File: src/rtl/microwave_pkg.sv
// Shared definitions for the microwave oven controller and its cook timer.
package microwave_pkg;

  typedef enum logic [2:0] {
    ST_IDLE   = 3'd0,
    ST_ARMED  = 3'd1,
    ST_COOK   = 3'd2,
    ST_PAUSE  = 3'd3,
    ST_FINISH = 3'd4
  } state_e;

  localparam int DEFAULT_TICKS_PER_SEC = 100;

endpackage

File: src/rtl/tick_prescaler.sv
// Divides the clock down to one-second ticks; the count freezes while disabled
// so a paused cook resumes mid-second.
module tick_prescaler #(
  parameter int TICKS_PER_SEC = 100
) (
  input  logic clk,
  input  logic sys_reset_n,
  input  logic en_i,
  input  logic clr_i,
  output logic tick_o
);

  localparam int CW = (TICKS_PER_SEC > 1) ? $clog2(TICKS_PER_SEC) : 1;
  localparam logic [CW-1:0] LAST = CW'(TICKS_PER_SEC - 1);

  logic [CW-1:0] cnt_q, cnt_d;

  // Tick is only meaningful while enabled, so a disabled wrap cycle is lost.
  assign tick_o = en_i && (cnt_q == LAST);

  always_comb begin
    cnt_d = cnt_q;
    if (clr_i) begin
      cnt_d = '0;
    end else if (en_i) begin
      cnt_d = tick_o ? '0 : cnt_q + 1'b1;
    end
  end

  always_ff @(posedge clk or negedge sys_reset_n) begin
    if (!sys_reset_n) begin
      cnt_q <= '0;
    end else begin
      cnt_q <= cnt_d;
    end
  end

endmodule

File: src/rtl/microwave_cook_timer.sv
// Cook-time countdown: counts loaded seconds while the oven heats with the door
// closed, and returns a one-cycle done strobe to the oven controller.
module microwave_cook_timer
  import microwave_pkg::*;
#(
  parameter int TICKS_PER_SEC = DEFAULT_TICKS_PER_SEC,
  parameter int SEC_W         = 12
) (
  input  logic             clk,
  input  logic             sys_reset_n,
  input  logic             load,
  input  logic [SEC_W-1:0] load_secs,
  input  logic             cancel,
  input  logic             heat,
  input  logic             close,
  output logic             done,
  output logic             magnetron_en,
  output logic             paused,
  output logic [SEC_W-1:0] remaining
);

  state_e           state_q, state_d;
  logic [SEC_W-1:0] rem_q, rem_d;
  logic             done_q, mag_q, paused_q;
  logic             heating, run, clr, tick, load_ok;

  assign heating = heat && close;
  assign load_ok = load && (load_secs != '0);
  assign run     = (state_q == ST_COOK) && heating && !cancel;
  assign clr     = cancel || (state_q == ST_IDLE);

  tick_prescaler #(
    .TICKS_PER_SEC(TICKS_PER_SEC)
  ) u_prescaler (
    .clk        (clk),
    .sys_reset_n(sys_reset_n),
    .en_i       (run),
    .clr_i      (clr),
    .tick_o     (tick)
  );

  always_comb begin
    state_d = state_q;
    rem_d   = rem_q;
    if (cancel) begin
      state_d = ST_IDLE;
      rem_d   = '0;
    end else begin
      case (state_q)
        ST_IDLE: begin
          if (load_ok) begin
            state_d = ST_ARMED;
            rem_d   = load_secs;
          end
        end
        ST_ARMED: begin
          if (heating) begin
            state_d = ST_COOK;
          end else if (load_ok) begin
            rem_d = load_secs;
          end
        end
        ST_COOK: begin
          if (!heating) begin
            state_d = ST_PAUSE;
          end else if (tick) begin
            // Guarding with <= 1 keeps the counter from ever wrapping below zero.
            if (rem_q <= SEC_W'(1)) begin
              rem_d   = '0;
              state_d = ST_FINISH;
            end else begin
              rem_d = rem_q - 1'b1;
            end
          end
        end
        ST_PAUSE: begin
          if (heating) begin
            state_d = ST_COOK;
          end
        end
        default: state_d = ST_IDLE;
      endcase
    end
  end

  // Outputs are decoded from the next state so they switch on the same edge.
  always_ff @(posedge clk or negedge sys_reset_n) begin
    if (!sys_reset_n) begin
      state_q  <= ST_IDLE;
      rem_q    <= '0;
      done_q   <= 1'b0;
      mag_q    <= 1'b0;
      paused_q <= 1'b0;
    end else begin
      state_q  <= state_d;
      rem_q    <= rem_d;
      done_q   <= (state_d == ST_FINISH);
      mag_q    <= (state_d == ST_COOK);
      paused_q <= (state_d == ST_PAUSE);
    end
  end

  assign done         = done_q;
  assign magnetron_en = mag_q;
  assign paused       = paused_q;
  assign remaining    = rem_q;

endmodule

File: config.mk
export PLATFORM = sky130hd
export DESIGN_NAME = microwave_cook_timer
export DESIGN_NICKNAME = d
export VERILOG_FILES = /design/src/rtl/microwave_pkg.sv /design/src/rtl/tick_prescaler.sv /design/src/rtl/microwave_cook_timer.sv
export SDC_FILE = /design/constraint.sdc
export NUM_CORES = 1
export LEC_CHECK = 0
export ABC_AREA = 1
export BUFFER_PORTS_ARGS = -buffer_cell sky130_fd_sc_hd__buf_2
export CAP_MARGIN = 20
export CORE_ASPECT_RATIO = 1.75
export CORE_UTILIZATION = 55
export DETAILED_ROUTE_END_ITERATION = 10
export PLACE_DENSITY = 0.79
export SETUP_SLACK_MARGIN = 0.02
export SLEW_MARGIN = 20
export SYNTH_ARGS = -nofsm -noshare
export SYNTH_HDL_FRONTEND = slang
export SYNTH_HIERARCHICAL = 1
export SYNTH_SLANG_ARGS = --single-unit
File: constraint.sdc
create_clock -name clk -period 2.6 [get_ports clk]
set_input_delay 0.52 -clock clk [delete_from_list [all_inputs] [get_ports clk]]
set_output_delay 0.52 -clock clk [all_outputs]
set_load 0.02 [all_outputs]
## After elaboration in Yosys (flattened, before gate mapping)

Cells that the tools add are included.
Widths: inputs -> output; s select.

- Eq/ne operators: 10
- Add/subtract/negate cells: 2
- Mux-type cells: 17
- $lt $le $gt $ge: 1
- Reduce and logical (&&, ||, !) cells: 13

Operator list:

| operator | count |
|---|---|
| $mux 12 | 6 |
| $pmux 12 s3 | 1 |
| $mux 7 | 3 |
| $mux 3 | 6 |
| $eq 3x2->1 const B | 4 |
| $le 12x1->1 const B | 1 |
| $reduce_bool 12->1 | 1 |
| $sub 12x1->12 const B | 1 |
| $pmux 3 s3 | 1 |
| $add 7x1->7 const B | 1 |
| $eq 7x7->1 const B | 1 |
| $ne 3x3->1 const B | 2 |
| $logic_and 1x1->1 | 5 |
| $reduce_and 4->1 | 1 |
| $reduce_bool 4->1 | 1 |
| $eq 3x1->1 const B | 1 |
| $eq 3x3->1 const B | 1 |
| $logic_not 3->1 | 1 |
| $ne 3x2->1 const B | 1 |
| $reduce_bool 2->1 | 1 |
| $reduce_or 2->1 | 1 |
| $logic_not 1->1 | 1 |
| $logic_or 1x1->1 | 1 |

- Logic and storage cells: 49
- Bits in registers: 25

## Depth between registers and ports, before layout

Gate-level depths: netlist of the first run.

- Depth in word-level cells: 9
- Gate-level depth with buffers: 17
- Mapped depth without buffers: 16

## Cells and area by module

Netlist of the first run, hierarchy kept.

Modules (own cells, without submodules):

| module | times used | cells each | sequential area each (sq um) | area an instance (sq um) |
|---|---|---|---|---|
| microwave_cook_timer | 1 | 194 | 450.4 | 1,280.0 |
| tick_prescaler | 1 | 66 | 175.2 | 456.7 |

## Least setup slack after synthesis of the first run

Ideal clock, no wire load.

- Path kind: register to register
- From: register state_q[2]
- To: register rem_q[8] (netlist: remaining[8])
- Cell stages (with the launch flop): 17
- Period minus slack after synthesis: 2,244 ps
- Setup time: 121 ps
- Arrival time: 2,123 ps
- Required time: 2,479 ps
- Setup slack: 356 ps
- Cells stage by stage: dfrtp_1 nor3_4 inv_2 buf_6 nor2_1 nand2_1 inv_1 nand2_1 nor2_2 inv_1 nor2_1 a21oi_2 nand2_2 nand2_4 buf_6 nand2_1 o21ai_1

- Word-level cells in the longest chain between the ends: 6
- Elaborated cells between the ends (all ways): 13
- Those cells by class: 5 x eq/ne; 2 x mux; 6 x reduce/logical

RTL lines:

| what | line | text |
|---|---|---|
| start: declaration | microwave_cook_timer.sv:22 | `state_e state_q, state_d;` |
| start signal: assignment | microwave_cook_timer.sv:95 | `state_q <= state_d;` |
| $eq 3x2->1 | microwave_cook_timer.sv:29 | `assign run = (state_q == ST_COOK) && heating && !cancel;` |
| $logic_and 1x1->1 (2 in a row) | microwave_cook_timer.sv:29 |  |
| named net run | microwave_cook_timer.sv:25 | `logic heating, run, clr, tick, load_ok;` |
| $logic_and 1x1->1 | tick_prescaler.sv:19 | `assign tick_o = en_i && (cnt_q == LAST);` |
| named net tick | microwave_cook_timer.sv:25 |  |
| $ne 3x2->1 (no source line) | -- |  |
| $reduce_and 4->1 (no source line) | -- |  |
| end signal: assignment | microwave_cook_timer.sv:96 | `rem_q <= rem_d;` |
| end: declaration | microwave_cook_timer.sv:23 | `logic [SEC_W-1:0] rem_q, rem_d;` |

The timed path passes the listed nets, and every way through them passes these cells.
A chain may end at the register's enable or synchronous reset.

## Worst setup path after layout of the first run

- From: register state_q[2]
- To: register rem_q[4] (netlist: remaining[4])

The elaborated chain is that of the path after synthesis.

==> results of run 1 <==
power breakdown:
| group | leakage, nW | switching (W) | internal (W) | total (W) |
|---|---|---|---|---|
| Clock | 0.0228 | 0.000113 | 0.000109 | 0.000223 |
| Sequential | 0.336 | 0.0000329 | 0.000410 | 0.000443 |
| Combinational | 0.751 | 0.000166 | 0.0000892 | 0.000255 |
layer usage:
layer	share of wire, %	track usage, %	vias to the layer above
met3	2.2	2.370	15
met5	0	0	-
met1	37	25.15	779
met2	57	46.76	41
met4	3.5	12.12	0
li1	-	-	878
cells in the mapped netlist (3+ instances only):
cell type	number	share of area, %
dfrtp_1	25	36
ha_1	3	2.2
inv_1	30	6.5
inv_2	3	0.65
nand2_1	92	20
nand2_2	3	1.1
nand3_1	16	4.6
nand4_1	4	1.4
nor2_1	43	9.3
nor2_2	6	2.2
o21ai_0	7	2.0
o21ai_1	4	1.2
o21bai_1	3	1.3
xnor2_1	3	1.5
xor2_1	3	1.5
flip-flops by register name, summed over array words and instances (netlist names):
name	flops
paused	1
magnetron_en	1
remaining	12
u_prescaler/cnt_q	7
state_q	3
done	1
final timing paths:
| check | startpoint | end | slack [ns] | depth (start not counted) |
|---|---|---|---|---|
| worst max-delay path | state_q[2] | remaining[4] | 0.43 | 15 |
| worst min-delay path | sys_reset_n | remaining[1] | 0.23 | 1 |
| worst max register to register | state_q[2] | remaining[4] | 0.43 | 15 |
| worst min register to register | u_prescaler/cnt_q[1] | u_prescaler/cnt_q[1] | 0.52 | 2 |
| max in group asynchronous | sys_reset_n | remaining[10] | 2.00 | 1 |
| min in group clk | u_prescaler/cnt_q[1] | u_prescaler/cnt_q[1] | 0.52 | 2 |
critical path: cells and delay by family (launching register included):
family                 cells  cell delay [ns]
AO/OA/AOI/OAI              1             0.08
buffers and inverters      3             0.29
flip-flops                 1             0.44
AND/OR/NAND/NOR           11             1.30
per-stage QoR:
stage                     total power [W]  cell area (um2)  hold WS (ns)  instances  utilization, %
after floorplan                 0.0006224             1737        0.2244        260               -
after global placement          0.0007009             1942        0.4879        334           65.60
after detailed placement        0.0007038             1942        0.4939        334           65.60
after CTS                       0.0009275             1987        0.2561        338           67.12
after global routing            0.0009783             1987        0.2677        338           67.12
final                           0.0009204             1987        0.2337        338           67.12
cell type report:
class,instances,share of cell area (%)
repair buffers,34,8.816
multi-input cells,200,48.55
clock buffers,4,2.267
flip-flops and latches,25,31.49
well taps,42,2.645
inverters,33,6.234
cells by family after synthesis:
| logic type | synth area share (%) |
|---|---|
| adder cells (fa/ha/maj) | 2.162 |
| AO/OA/AOI/OAI | 6.484 |
| flip-flops | 36.02 |
| AND/OR/NAND/NOR | 43.88 |
| XOR/XNOR | 3.026 |
| buffers and inverters | 8.429 |
==> results.py, run 1 <==
metrics = {
    "outcome": {
        "outcome": "completed",
    },
    "layout": {
        "regArea_um2": 625.6,
        "drive_gt1_share_pct": 19.26,
        "layout_commonest_cell": "nand2_1",
        "final_cell_mix": "92 x nand2_1, 43 x nor2_1, 32 x buf_2, 30 x inv_1, 25 x dfrtp_1",
        "multi_input_area_um2": 964.7,
        "nFillCells": 288,
        "syn_to_final_growth_pct": 14.41,
        "diodes": 0,
        "nNetsFinal": 318,
    },
    "synth": {
        "async_flop_share_pct": 100.0,
        "avgSynthCellArea_um2": 6.679,
        "ys_ff_latch": 25,
        "syn_area_um2": 1737,
        "synth_edf_count": 0,
        "synth_cells": 260,
        "syn-num-nets": 281,
        "ys.flop_type": "dfrtp_1",
        "yosysSeqAreaShare_pct": 36.02,
        "ys_types": 28,
        "ys_warn_count": 6,
    },
    "placed_design": {
        "port_buffers": 32,
        "dpl_worst_slack_ns": 0.3498,
        "hpwlAfterDp_um": 3123,
        "gp_congestion": 0.8625,
    },
    "detailed_routing": {
        "vias_per_cell": 5.068,
        "vias": 1713,
        "routedWlPerCell_um": 11.74,
        "drt_iter0_drc": 50,
        "firstDrtPassIters": 4,
        "antenna_left": 0,
        "wl_um": 3968,
        "drc": 0,
    },
    "clocking": {
        "cts_buffers": 3,
        "cts_max_level": 1,
        "cts_root_buf": "clkbuf_8",
        "post-cts-setup-buffers": 0,
        "ctsResizeCount": 0,
        "clk_pin_slew_ns": 0.08,
        "postCtsHoldBufs": 0,
        "cts_sinks": 25,
        "insertion_delay_ns": 0.26,
        "clk_path_buf_depth": 2,
        "cts_tree": "done",
    },
    "floorplanning": {
        "die_w_um": 44.48,
        "core_region_area_um2": 2960,
        "fp-row-count": 26,
        "dieArea_um2": 3395,
        "initial_core_util_pct": 58.66,
        "fp.dieH_um": 76.34,
        "io_pins": 33,
    },
    "run": {
        "maxCapViolations": 0,
    },
    "worst_setup_path": {
        "cp.required_ns": 2.81,
        "cpMostUsedCell": "nand2_1",
        "cp.arrival_ns": 2.37,
        "worstSetupPathType": "reg -> reg",
        "critPathCaptureType": "flop",
        "crit_chain": "nor3_4 -> inv_2 -> nor2_1 -> nand2_1 -> inv_1 -> nand2_1 -> nor2_2 -> inv_1 -> nor2_1 -> a21oi_2 -> nand2_2 -> nand2_4 -> nor2_8 -> nand2_1 -> nand2_1",
        "crit_path_start_kind": "flop",
        "slowest_delay_ns": 0.44,
        "crit_fanout": 13,
        "critPathSlowestCell": "dfrtp_1",
    },
    "sta": {
        "tightest_slew_ns": 0.5528,
        "drv_slew": 0,
        "setup_slack_ns": 0.4329,
        "relSlewSlack_pct": 63.15,
        "setup_viol": 0,
        "setup-tns-final_ns": 0,
        "period_needed_ns": 2.167,
        "clock_skew_ns": 0.001327,
        "hold_viol": 0,
        "post-route-period-util_pct": 83.35,
        "max_freq_mhz": 461.4,
        "rsz0062_at_grt": "false",
    },
    "power": {
        "irDropWorstVdd_uv": 368.1,
        "powerDensity_nw_per_um2": 463.2,
        "p_leak_nw": 1.110,
    },
    "grt": {
        "gr-total-overflow": 0,
        "grt_pass1_wl_um": 6396,
        "grt_usage_pct": 24.87,
        "grt_pass1_vias": 1534,
        "grt_max_degree": 26,
        "grt_antenna_before_repair": 0,
    },
    "hold_path": {
        "hold_path.class": "in -> async",
    },
}
Note: power is estimated with default switching activity, not from simulation.
==> run 2: changes to the inputs <==
--- a/config.mk
+++ b/config.mk
@@ -9,9 +9,9 @@
 export BUFFER_PORTS_ARGS = -buffer_cell sky130_fd_sc_hd__buf_2
 export CAP_MARGIN = 20
 export CORE_ASPECT_RATIO = 1.75
-export CORE_UTILIZATION = 55
+export CORE_UTILIZATION = 50
 export DETAILED_ROUTE_END_ITERATION = 10
-export PLACE_DENSITY = 0.79
+export PLACE_DENSITY = 0.76
 export SETUP_SLACK_MARGIN = 0.02
 export SLEW_MARGIN = 20
 export SYNTH_ARGS = -nofsm -noshare
==> constraint.sdc (replaced) <==
create_clock -name clk -period 1.76 [get_ports clk]
set_input_delay 0.352 -clock clk [delete_from_list [all_inputs] [get_ports clk]]
set_output_delay 0.352 -clock clk [all_outputs]
set_load 0.02 [all_outputs]
==> run 2 against run 1 <==
Compared with the run above:
- the flow now finishes with violations (negative setup slack)
- clock skew up 0.00055 ns
- sequential share of layout area down 3.1 points
- sequential cell count stayed put
- critical endpoint is now remaining[0]
- largest power group unchanged
- highest routed layer unchanged
==> results.py, run 2 (synthesis gave the netlist of run 1 again) <==
metrics = {
    "clocking": {
        "cts_tree": "done",
        "cts_buffers": 3,
        "cts_max_level": 1,
        "clk_path_buf_depth": 2,
        "cts_root_buf": "clkbuf_8",
        "insertion_delay_ns": 0.27,
        "clk_pin_slew_ns": 0.08,
        "cts_sinks": 25,
    },
    "worst_setup_path": {
        "cp.required_ns": 1.98,
        "worstRegToRegCells": 16,
        "worstSetupPathType": "reg -> reg",
        "crit_path_start_kind": "flop",
        "critPathSlowestCell": "dfrtp_1",
        "cp.arrival_ns": 2.09,
        "crit_chain": "inv_2 -> nor3_4 -> inv_2 -> nor2_4 -> nand2_1 -> inv_1 -> nand2_2 -> nor2_4 -> inv_2 -> nor2_4 -> a21oi_2 -> nand2_4 -> nand2_8 -> nor2_8 -> nand2_1 -> nand2_1",
        "crit_fanout": 8,
        "critPathCaptureType": "flop",
        "slowest_delay_ns": 0.38,
    },
    "layout": {
        "syn_to_final_growth_pct": 26.94,
        "nNetsFinal": 336,
        "diodes": 0,
        "final_cell_mix": "85 x nand2_1, 41 x nor2_1, 32 x buf_2, 29 x inv_1, 25 x dfrtp_1",
        "final_cells": 359,
        "largest_register_ffs": 12,
        "regArea_um2": 625.6,
        "layout_commonest_cell": "nand2_1",
        "final_cell_area_um2": 2205,
        "multi_input_area_um2": 1051,
        "nFillCells": 320,
        "drive_gt1_share_pct": 28.34,
    },
    "detailed_routing": {
        "vias": 1812,
        "antenna_left": 0,
        "drc": 0,
        "wl_um": 4470,
        "drt_iter0_drc": 51,
        "firstDrtPassIters": 4,
        "vias_per_cell": 5.047,
        "routedWlPerCell_um": 12.45,
    },
    "sta": {
        "setup_slack_ns": -0.1092,
        "clock_skew_ns": 0.001872,
        "max_freq_mhz": 535.0,
        "relSlewSlack_pct": 62.48,
        "whs_ns": 0.05834,
        "hold_viol": 0,
        "post-route-period-util_pct": 106.2,
        "tightest_slew_ns": 0.5629,
        "rsz0062_at_grt": "true",
        "period_needed_ns": 1.869,
        "setup_viol": 15,
        "drv_slew": 0,
    },
    "placed_design": {
        "dpl_cell_area_um2": 2053,
        "hpwlAfterDp_um": 3376,
        "dpl.cell_count": 349,
        "gp_congestion": 0.8792,
        "port_buffers": 32,
    },
    "outcome": {
        "violations": "negative setup slack",
        "outcome": "complete, but fails checks",
    },
    "floorplanning": {
        "core_region_area_um2": 3363,
        "io_pins": 33,
        "die_w_um": 46.55,
        "fp.dieH_um": 79.97,
        "fp-row-count": 28,
        "dieArea_um2": 3722,
        "initial_core_util_pct": 51.64,
    },
    "grt": {
        "grt_usage_pct": 26.93,
        "gr-total-overflow": 0,
        "grt_max_degree": 26,
        "grt_pass1_wl_um": 7196,
        "grt_pass1_vias": 1712,
        "grt_antenna_before_repair": 0,
    },
    "hold_path": {
        "hold_path.class": "in -> async",
    },
    "power": {
        "irDropWorstVdd_uv": 460.4,
        "powerDensity_nw_per_um2": 647.9,
        "p_leak_nw": 1.214,
    },
    "run": {
        "maxCapViolations": 0,
    },
}
run 2: changes by cell type in the layout (fill, tap and decap cells not counted):
cell / change
nand2_2: +6
o21ai_1: -3
nand3_1: -1
nand3_4: +1
inv_2: +1
inv_1: -1
o21ai_2: +3
buf_4: +17
nor2_1: -2
nor2_4: +3
nand2_1: -7
nand2_4: +1
nor2_2: -1
nand2_8: +1
run 2: repair_timing:
item	in CTS	in global routing
setup buffers	4	1
gates resized for setup	5	9
cloned	1	0
pin swaps	17	11
hold buffers	0	0
setup endpoints to repair	15	16
run 2: cell type report:
type,count,share of cell area [%]
multi-input combinational,201,47.67
sequential,25,28.38
timing repair buffer,51,13.73
inverter,33,5.619
tap,45,2.554
clock buffer,4,2.043
run 2: where the power goes:
part	internal (W)	total [W]	switching (W)
Clock	0.000162	0.000346	0.000184
Sequential	0.000605	0.000658	0.0000528
Combinational	0.000157	0.000424	0.000267
run 2: worst max-delay path: cells and delay by family, from the launching register on:
family / cells / cell delay (ns)
buf+inv: 4 / 0.25
flops: 1 / 0.38
simple gates: 11 / 1.10
compound gates: 1 / 0.07
run 2: layer usage:
layer  up-vias  GRT usage [%]  wire length, um
met1       838          27.67             1644
met5         -              0                0
li1        910              -                -
met2        46          49.31             2522
met3        18          2.036              114
met4         0          14.71              188
run 2: metrics by stage:
step           util [%]  setup WS, ns  TNS [ns]  total power [W]
4_1_cts           64.51      -0.09738   -0.9456         0.001425
5_1_grt           65.55       -0.2300    -2.989         0.001512
6_report          65.55       -0.1092    -1.051         0.001428
3_3_place_gp      61.05      -0.06710   -0.5707         0.001059
2_1_floorplan         -       -0.3202    -3.780        0.0009219
3_5_place_dp      61.05       -0.1407    -1.525         0.001063
run 2: final timing paths:
| kind | start | end | slack (ns) |
|---|---|---|---|
| setup / recovery | state_q[1] | remaining[0] | -0.11 |
| hold / removal | sys_reset_n | u_prescaler/cnt_q[5] | 0.06 |
| setup reg to reg | state_q[1] | remaining[0] | -0.11 |
| hold reg to reg | u_prescaler/cnt_q[1] | u_prescaler/cnt_q[1] | 0.53 |
| max in group asynchronous | sys_reset_n | done | 1.32 |
| min in group clk | load_secs[10] | remaining[10] | 0.38 |
==> run 3: changes to the inputs <==
--- a/config.mk
+++ b/config.mk
@@ -8,10 +8,12 @@
 export ABC_AREA = 1
 export BUFFER_PORTS_ARGS = -buffer_cell sky130_fd_sc_hd__buf_2
 export CAP_MARGIN = 20
+export CELL_PAD_IN_SITES_DETAIL_PLACEMENT = 1
+export CELL_PAD_IN_SITES_GLOBAL_PLACEMENT = 1
 export CORE_ASPECT_RATIO = 1.75
-export CORE_UTILIZATION = 50
+export CORE_UTILIZATION = 35
 export DETAILED_ROUTE_END_ITERATION = 10
-export PLACE_DENSITY = 0.76
+export PLACE_DENSITY_LB_ADDON = 0.1
 export SETUP_SLACK_MARGIN = 0.02
 export SLEW_MARGIN = 20
 export SYNTH_ARGS = -nofsm -noshare
==> run 3 against run 2 <==
Compared with the run above:
- clock skew grew 0.0015 ns
- non-clock buffer count rose by 9
- final cell count increased by 4.2%
- total power grew 3.8%
- clock power rose by 6.4%
- highest routed layer unchanged
- clock-buffer cell count down 1
- die area is 41% higher
- first-iteration DRC count shrank 43%
- critical path depth decreased by 1
- the run still ends with negative setup slack left
==> results.py, run 3 (synthesis gave the netlist of run 1 again) <==
metrics = {
    "clocking": {
        "cts_sinks": 25,
        "cts_tree": "done",
        "clk_path_buf_depth": 2,
        "cts_max_level": 1,
        "cts_root_buf": "clkbuf_8",
        "clk_pin_slew_ns": 0.10,
        "postCtsHoldBufs": 0,
        "cts_buffers": 3,
        "insertion_delay_ns": 0.28,
    },
    "floorplanning": {
        "fp-row-count": 33,
        "io_pins": 33,
        "die_w_um": 55.25,
        "core_region_area_um2": 4707,
        "dieArea_um2": 5259,
        "initial_core_util_pct": 36.90,
        "fp.dieH_um": 95.19,
    },
    "detailed_routing": {
        "routedWlPerCell_um": 14.44,
        "firstDrtPassIters": 3,
        "drc": 0,
        "drt_iter0_drc": 29,
        "vias": 1857,
        "wl_um": 5402,
        "antenna_left": 0,
        "vias_per_cell": 4.965,
    },
    "worst_setup_path": {
        "critPathCaptureType": "flop",
        "crit_fanout": 6,
        "cp.required_ns": 1.93,
        "crit_path_start_kind": "flop",
        "crit_chain": "nor3_4 -> inv_2 -> nor2_4 -> nand2_1 -> inv_1 -> nand2_2 -> nor2_4 -> inv_2 -> nor2_4 -> a21oi_2 -> nand2_2 -> nand2_8 -> buf_6 -> nand2_2 -> o21ai_1",
        "slowest_delay_ns": 0.43,
        "critPathSlowestCell": "dfrtp_1",
        "worstSetupPathType": "reg -> reg",
        "cp.arrival_ns": 2.10,
    },
    "grt": {
        "grt_max_degree": 26,
        "grt_pass1_wl_um": 8887,
        "grt_pass1_vias": 1933,
        "grt_antenna_before_repair": 0,
        "gr-total-overflow": 0,
        "grt_usage_pct": 21.90,
    },
    "power": {
        "powerDensity_nw_per_um2": 645.3,
        "irDropWorstVdd_uv": 352.3,
        "p_leak_nw": 1.268,
        "power_w": 0.001483,
    },
    "sta": {
        "post-route-period-util_pct": 109.9,
        "hold_viol": 0,
        "relSlewSlack_pct": 60.51,
        "setup-tns-final_ns": -1.916,
        "setup_viol": 15,
        "drv_slew": 0,
        "period_needed_ns": 1.935,
        "setup_slack_ns": -0.1748,
        "rsz0062_at_grt": "true",
        "clock_skew_ns": 0.003338,
        "whs_ns": 0.06063,
        "tightest_slew_ns": 0.5923,
        "max_freq_mhz": 516.8,
    },
    "placed_design": {
        "hpwlAfterDp_um": 4272,
        "dpl_cell_area_um2": 2120,
        "gp_congestion": 0.7961,
        "port_buffers": 32,
    },
    "layout": {
        "final_cell_mix": "83 x nand2_1, 40 x nor2_1, 32 x buf_2, 29 x inv_1",
        "postLayoutCoreUtil_pct": 48.83,
        "largest_register_ffs": 12,
        "diodes": 0,
        "nNetsFinal": 344,
        "syn_to_final_growth_pct": 32.35,
        "multi_input_area_um2": 1039,
        "regArea_um2": 625.6,
        "drive_gt1_share_pct": 30.75,
        "final_cell_area_um2": 2298,
        "nFillCells": 661,
        "layout_commonest_cell": "nand2_1",
    },
    "hold_path": {
        "hold_path.class": "in -> async",
    },
    "outcome": {
        "outcome": "complete, but fails checks",
        "violations": "negative setup slack",
    },
    "run": {
        "maxCapViolations": 0,
    },
}
[run 3: final timing paths]
path / start / end / slack, ns / cells after the start
min: sys_reset_n / u_prescaler/cnt_q[2] / 0.06 / 1
max: state_q[2] / remaining[6] / -0.17 / 15
min reg2reg: u_prescaler/cnt_q[1] / u_prescaler/cnt_q[1] / 0.52 / 2
max reg2reg: state_q[2] / remaining[6] / -0.17 / 15
min in group clk: load_secs[10] / remaining[10] / 0.38 / 5
max in group asynchronous: sys_reset_n / remaining[7] / 1.31 / 1
[run 3: final cells by class]
cell class,instances,area share (%)
Multi-Input combinational cell,200,45.18
Clock buffer,3,1.796
Sequential cell,25,27.22
Clock inverter,1,0.2177
Tap cell,52,2.831
Timing Repair Buffer,60,17.37
Inverter,33,5.389
[run 3: what timing repair did]
item | in CTS | in global routing
hold endpoints to repair | 0 | 0
gates resized for setup | 9 | 9
setup buffers | 9 | 0
endpoints found under the setup margin | 15 | 18
pin swaps | 18 | 4
[run 3: critical path, delay by kind of cell, from the launching register on]
family | cells | cell delay, ns
simple gates | 9 | 0.91
flops | 1 | 0.43
buf+inv | 4 | 0.36
compound gates | 2 | 0.13
[run 3: metal layers]
layer  part of all wire [%]  vias up  GRT usage (%)  wire length, um
met5                      0        -              0                0
met1                     35      906          21.57             1875
li1                       -      928              -                -
met2                     63       18          47.59             3410
met3                    1.1        5          1.628               58
met4                    1.1        0          5.000               57
[run 3: report_power, final]
group / switching (W) / total [W] / internal [W]
clock network: 0.000208 / 0.000368 / 0.000159
logic: 0.000279 / 0.000460 / 0.000180
registers: 0.0000505 / 0.000656 / 0.000606
[run 3: metrics by stage]
| stage | worst slack [ns] | instances |
|---|---|---|
| after floorplan | -0.3202 | 260 |
| after global placement | -0.1156 | 362 |
| after detailed placement | -0.1605 | 362 |
| after CTS | -0.1489 | 374 |
| after global routing | -0.2914 | 374 |
| final | -0.1748 | 374 |
